$ cat config.mk
export PLATFORM = sky130hd
export DESIGN_NAME = controlador_entrada
export DESIGN_NICKNAME = d
export VERILOG_FILES = /design/src/rtl/controlador_entrada.sv
export SDC_FILE = /design/constraint.sdc
export NUM_CORES = 1
export LEC_CHECK = 0
export CAP_MARGIN = 40
export CELL_PAD_IN_SITES_DETAIL_PLACEMENT = 1
export CELL_PAD_IN_SITES_GLOBAL_PLACEMENT = 1
export CORE_ASPECT_RATIO = 0.6
export CORE_UTILIZATION = 35
export DETAILED_ROUTE_END_ITERATION = 12
export PLACE_DENSITY_LB_ADDON = 0.25
export SETUP_SLACK_MARGIN = 0.02
export SKIP_CTS_REPAIR_TIMING = 1
export SLEW_MARGIN = 20
export SYNTH_ARGS = -nofsm -noshare
export SYNTH_HDL_FRONTEND = slang
export SYNTH_SLANG_ARGS = --single-unit
$ cat constraint.sdc
create_clock -name clock -period 1.7 [get_ports clock]
set_clock_uncertainty 0.1 [all_clocks]
set_input_delay 0.17 -clock clock [delete_from_list [all_inputs] [get_ports clock]]
set_output_delay 0.17 -clock clock [all_outputs]
set_load 0.01 [all_outputs]
$ cat src/rtl/controlador_entrada.sv
`default_nettype none
// ============================================================================
//  Module      : controlador_entrada
//  Description : Sequencer for the switch/button path used by the IN
//                instruction. On request from the control unit it stalls
//                the CPU, waits for a debounced press of the IN button,
//                captures the 8-bit switches sign-extended to 32 bits and
//                holds the word valid until the control unit acknowledges.
//                It re-arms only after the button is released, so one
//                physical press yields exactly one datum.
//  Revision    : 1.0 - initial release
// ----------------------------------------------------------------------------
//  Parameters
//    DEBOUNCE_CICLOS : consecutive synchronized cycles the button must stay
//                      stable (press and release); legal range >= 2.
//    LARG_CONT       : width of the debounce counter.
//
//  Ports
//    clock       in   1  system clock, all state on rising edge
//    reset_n     in   1  asynchronous active-low reset
//    chaves      in   8  board switches, two's-complement value
//    botao       in   1  raw IN push-button, active-high, asynchronous
//    req_in      in   1  IN instruction in progress (level, held until ack)
//    ack         in   1  one-cycle pulse: dado consumed
//    dado        out 32  captured, sign-extended input word
//    dado_valido out  1  dado holds a fresh, unacknowledged value
//    aguardando  out  1  stall request while the input is pending
//    estado      out  3  current state encoding (debug/LEDs)
// ============================================================================
module controlador_entrada #(
    parameter int DEBOUNCE_CICLOS = 500000,
    parameter int LARG_CONT       = $clog2(DEBOUNCE_CICLOS)
) (
    input  logic        clock,
    input  logic        reset_n,
    input  logic [7:0]  chaves,
    input  logic        botao,
    input  logic        req_in,
    input  logic        ack,
    output logic [31:0] dado,
    output logic        dado_valido,
    output logic        aguardando,
    output logic [2:0]  estado
);

    // ------------------------------------------------------------------------
    // State encoding. The numeric values are visible on the estado port and
    // are therefore part of the external interface.
    // ------------------------------------------------------------------------
    typedef enum logic [2:0] {
        OCIOSO = 3'd0,   // idle, waiting for an IN request
        ESPERA = 3'd1,   // request pending, waiting for the button
        FILTRO = 3'd2,   // button seen high, qualifying the press
        PRONTO = 3'd3,   // datum captured, waiting for ack
        SOLTAR = 3'd4    // waiting for a debounced release
    } estado_t;

    // Terminal count: the counter starts at zero on entry to a qualifying
    // state, so reaching this value on a still-stable input ends the window.
    localparam logic [LARG_CONT-1:0] C_ULTIMO = LARG_CONT'(DEBOUNCE_CICLOS - 1);

    // ------------------------------------------------------------------------
    // Registers
    // ------------------------------------------------------------------------
    logic                 sync1_q;      // first synchronizer stage
    logic                 sync2_q;      // second stage = synchronized button
    logic [7:0]           chaves_q;     // switches registered every cycle
    estado_t              estado_q;
    estado_t              estado_d;
    logic [LARG_CONT-1:0] cont_q;
    logic [LARG_CONT-1:0] cont_d;
    logic [31:0]          dado_q;
    logic [31:0]          dado_d;
    logic                 valido_q;
    logic                 valido_d;

    logic                 botao_s;

    assign botao_s = sync2_q;

    // ------------------------------------------------------------------------
    // Next-state logic
    // ------------------------------------------------------------------------
    always_comb begin
        estado_d = estado_q;
        cont_d   = cont_q;
        dado_d   = dado_q;
        valido_d = valido_q;

        case (estado_q)
            OCIOSO: begin
                if (req_in) begin
                    estado_d = ESPERA;
                end
            end

            ESPERA: begin
                if (!req_in) begin
                    estado_d = OCIOSO;
                end else if (botao_s) begin
                    estado_d = FILTRO;
                    cont_d   = '0;
                end
            end

            FILTRO: begin
                if (!req_in) begin
                    // Request withdrawn mid-qualification: nothing captured.
                    estado_d = OCIOSO;
                end else if (!botao_s) begin
                    // A bounce breaks the stable window; start over.
                    estado_d = ESPERA;
                    cont_d   = '0;
                end else if (cont_q == C_ULTIMO) begin
                    // Press qualified: capture the value registered on the
                    // previous edge, sign-extended to the datapath width.
                    estado_d = PRONTO;
                    dado_d   = {{24{chaves_q[7]}}, chaves_q};
                    valido_d = 1'b1;
                end else begin
                    cont_d = cont_q + LARG_CONT'(1);
                end
            end

            PRONTO: begin
                // ack wins over a simultaneous request drop so that a
                // consumed datum always goes through the release wait.
                if (ack) begin
                    estado_d = SOLTAR;
                    cont_d   = '0;
                    valido_d = 1'b0;
                end else if (!req_in) begin
                    estado_d = OCIOSO;
                    valido_d = 1'b0;
                end
            end

            SOLTAR: begin
                // Counts consecutive low samples; any high sample restarts
                // the window. req_in is deliberately not looked at here.
                if (botao_s) begin
                    cont_d = '0;
                end else if (cont_q == C_ULTIMO) begin
                    estado_d = OCIOSO;
                end else begin
                    cont_d = cont_q + LARG_CONT'(1);
                end
            end

            default: begin
                // Unused encodings recover to idle.
                estado_d = OCIOSO;
                cont_d   = '0;
                valido_d = 1'b0;
            end
        endcase
    end

    // ------------------------------------------------------------------------
    // State registers, synchronizer and switch register
    // ------------------------------------------------------------------------
    always_ff @(posedge clock or negedge reset_n) begin
        if (!reset_n) begin
            sync1_q  <= 1'b0;
            sync2_q  <= 1'b0;
            chaves_q <= 8'd0;
            estado_q <= OCIOSO;
            cont_q   <= '0;
            dado_q   <= 32'd0;
            valido_q <= 1'b0;
        end else begin
            sync1_q  <= botao;
            sync2_q  <= sync1_q;
            chaves_q <= chaves;
            estado_q <= estado_d;
            cont_q   <= cont_d;
            dado_q   <= dado_d;
            valido_q <= valido_d;
        end
    end

    // ------------------------------------------------------------------------
    // Outputs
    // ------------------------------------------------------------------------
    assign dado        = dado_q;
    assign dado_valido = valido_q;
    assign estado      = estado_q;

    // The stall drops in the same cycle as ack so the CPU can advance on the
    // cycle that consumes the datum.
    assign aguardando = (estado_q == ESPERA) ||
                        (estado_q == FILTRO) ||
                        ((estado_q == PRONTO) && !ack);

endmodule
`default_nettype wire

==> run summary <==
* **Post-synth ARST share** 100.0%
* **actual transition at the worst max-transition pin** 0.3973 ns
* **wire length of the first global-routing pass** 11.30 mm
* **endpoint class of the critical path** register
* **Floorplan Core Area** 6248 sq um
* **Port Buf Inserts** 49
* **Cells after DPL** 374
* **number of levels in the clock H-tree** 2
* **count of mapped cells out of synthesis** 219
* **final slew viol count** 0
* **min-delay worst type** input port to register
* **FP Rows** 22
* **Min Hold Slack** 0.1931 ns
* **setup slack of the critical path after layout** -0.4046 ns
* **Post-Synthesis Net Count** 233
* **Yosys reg bits** 41
* **vias in the first global route** 2174
* **leakage component of the power** 2.058 nW
* **average routed wire per standard cell** 19.61 um
* **starting utilization of the core area** 37.14%
* **max-capacitance violation count** 0
* **share of the synthesized area in the top cell type** 44.20%
* **run status** finished, violations left
* **GP Congestion** 0.7457
* **Detail Route Antenna Nets** 0
* **ant diodes** 0
* **cell type with the highest aggregate area in the netlist** sky130_fd_sc_hd__dfrtp_1
* **total of endpoints with negative setup slack in the final report** 31
* **violated checks** setup timing
* **total gr overflow** 0
* **final critical delay including setup and external delays** 2.105 ns
* **Iteration-0 DRC Markers** 68
* **capture point of the worst path** dado_valido
* **post-CTS clock slew at the launch and capture registers of the worst setup and hold paths** 0.10 ns
* **Total Power Consumption** 0.002385 W
* **final count of hold timing violations** 0
* **cells taking the most area after synthesis** sky130_fd_sc_hd__dfrtp_1, sky130_fd_sc_hd__buf_4, sky130_fd_sc_hd__mux2_2
* **Critical R2R Launch** cont_q[5]
* **Max transition margin** 73.32%
* **root buffer selected by CTS** sky130_fd_sc_hd__clkbuf_8
* **Final Instance Count excl. Fillers** 403
* **Final Net Count** 332
* **r2r endpoint** dado_valido
* **share of synthesized area occupied by flip-flops and latches** 44.20%
* **later-pin clock latency in the skew report** 0.31 ns
* **maximum clock frequency** 475.2 MHz
* **Worst R2R Path Depth** 5
* **setup repair after global routing missed its margin** true
* **fraction of final layout cells sized beyond drive strength 1** 44.20%
* **count of filler cells inserted in the layout** 640
* **number of enable flip-flop cells after synthesis** 0
* **Pre-antenna DRT Iters** 4
* **highest ir drop seen on vdd** 0.0003512 V
* **total track usage** 21.30%
* **number of different library cells in the post-synthesis netlist** 53
* **area added between synthesis and finish** 63.13%
* **vias after detailed routing** 2136
* **Post-synth top flop** sky130_fd_sc_hd__dfrtp_1
* **height of the die** 65.08 um
* **DR DRC count** 0
* **width of the chip** 107.1 um
* **cell types with the highest counts after synthesis** sky130_fd_sc_hd__dfrtp_1, sky130_fd_sc_hd__buf_4, sky130_fd_sc_hd__o21ai_0, sky130_fd_sc_hd__a21oi_1, sky130_fd_sc_hd__nand2_1
* **largest net degree at the start of global routing** 42
* **antenna violations before repair** 0
* **area occupied by multi-input gates** 1254 sq um
* **most instantiated library cell after synthesis** sky130_fd_sc_hd__dfrtp_1
* **type of the worst setup path** register to register
* **CTS buffer count** 5
* **power density of the placed cells** 629.9 nW/um^2
* **sequential cell area** 1028 sq um
* **worst setup slack before clock tree synthesis** -0.3678 ns
* **crit path DAT** 2.21 ns
* **deepest clock path buffer count** 2
* **area enclosed by the die boundary** 6971 sq um
* **peak fanout along the critical path** 4
* **critical path launch point type** register
* **Req. time, crit path** 1.81 ns
* **area of the mapped netlist** 2321 sq um
* **mean number of vias per cell** 5.300
* **detailed placement HPWL** 5.051 mm
* **io pins** 50
* **warnings from Yosys** 0
* **crit share post-route** 123.8%
* **count of clock tree sinks** 41
* **Detailed Route WL** 7.902 mm
* **register-to-register setup slack** -0.40 ns
* **Avg Synthesized Cell Area** 10.60 sq um
* **launching instance or port of the critical path** cont_q[5]
* **clock tree from TritonCTS** yes
* **fraction of the core area covered by cells at the end of the flow** 60.59%
==> power by group <==
part           switching [W]  internal, W  total [W]
sequential         0.0000292      0.00102    0.00104
combinational       0.000291     0.000319   0.000610
clock               0.000420     0.000311   0.000730
==> worst min-delay path by stage <==
stage | start | end | slack [ns] | cells after the start
after floorplan | reset_n | botao_s | -0.23 | 0
after global placement | reset_n | estado[1] | 0.06 | 2
after detailed placement | reset_n | estado[1] | 0.07 | 2
after CTS | reset_n | estado[1] | -0.26 | 2
after global routing | chaves[4] | chaves_q[4] | 0.18 | 1
final | botao | sync1_q | 0.19 | 1
==> sequential cells by signal, summed over array words and instances (netlist names) <==
name / flops
sync1_q: 1
estado: 3
cont_q: 19
chaves_q: 8
dado: 8
botao_s: 1
dado_valido: 1
==> stage by stage <==
stage / instance area, sq um / TNS, ns
2_1_floorplan: 2397 / -4.387
3_3_place_gp: 3182 / -7.392
3_5_place_dp: 3182 / -8.762
4_1_cts: 3279 / -8.910
5_1_grt: 3786 / -10.71
6_report: 3786 / -7.957
==> layout make-up <==
type / instances / area share, %
inverter: 5 / 0.4957
clock inverter: 3 / 0.7601
clock buffer: 5 / 1.818
timing repair buffer: 128 / 33.87
sequential: 41 / 27.16
multi-input combinational: 137 / 33.11
tap: 84 / 2.776
==> cell families after synthesis <==
family	share of synthesized area [%]
compound gates	17.31
fa+ha+maj	0.5390
simple gates	18.38
flops	44.20
buf+inv	11.75
mux	7.817
==> placed cells by master (no fill, tap or decap), drive strengths merged, types with 2 or more instances in the layout <==
master / netlist / final
mux2i: 8 / 8
nor4: 3 / 3
and3b: 2 / 2
clkdlybuf4s50: 0 / 19
and4: 2 / 2
nor2b: 3 / 3
dlymetal6s2s: 0 / 28
and2: 2 / 2
a211oi: 6 / 6
o21bai: 7 / 7
o31ai: 5 / 5
nand3: 8 / 8
nor2: 4 / 4
dfrtp: 41 / 41
clkbuf: 3 / 8
or4: 8 / 8
or4b: 3 / 3
o21ai: 12 / 12
nand4: 5 / 5
inv: 5 / 8
buf: 33 / 77
nor3: 2 / 2
o22a: 2 / 2
or3: 2 / 2
nand2b: 2 / 2
mux2: 9 / 9
a21oi: 11 / 11
nand2: 10 / 10
o31a: 2 / 2
==> layer usage <==
| layer | vias to the layer above | global-route usage, % | wire length, um |
|---|---|---|---|
| li1 | 987 | - | - |
| met1 | 1103 | 30.26 | 3864 |
| met2 | 41 | 32.98 | 3722 |
| met3 | 5 | 4.628 | 269 |
| met4 | 0 | 4.966 | 46 |
| met5 | - | 0 | 0 |
==> worst max-delay path, cell delays in order (launching register included) <==
cell,delay [ns]
sky130_fd_sc_hd__dfrtp_1,0.42
sky130_fd_sc_hd__or4_1,0.58
sky130_fd_sc_hd__nor3_4,0.25
sky130_fd_sc_hd__buf_4,0.20
sky130_fd_sc_hd__a41oi_2,0.15
sky130_fd_sc_hd__a311oi_2,0.30
Power figures use the tool's default switching activity.
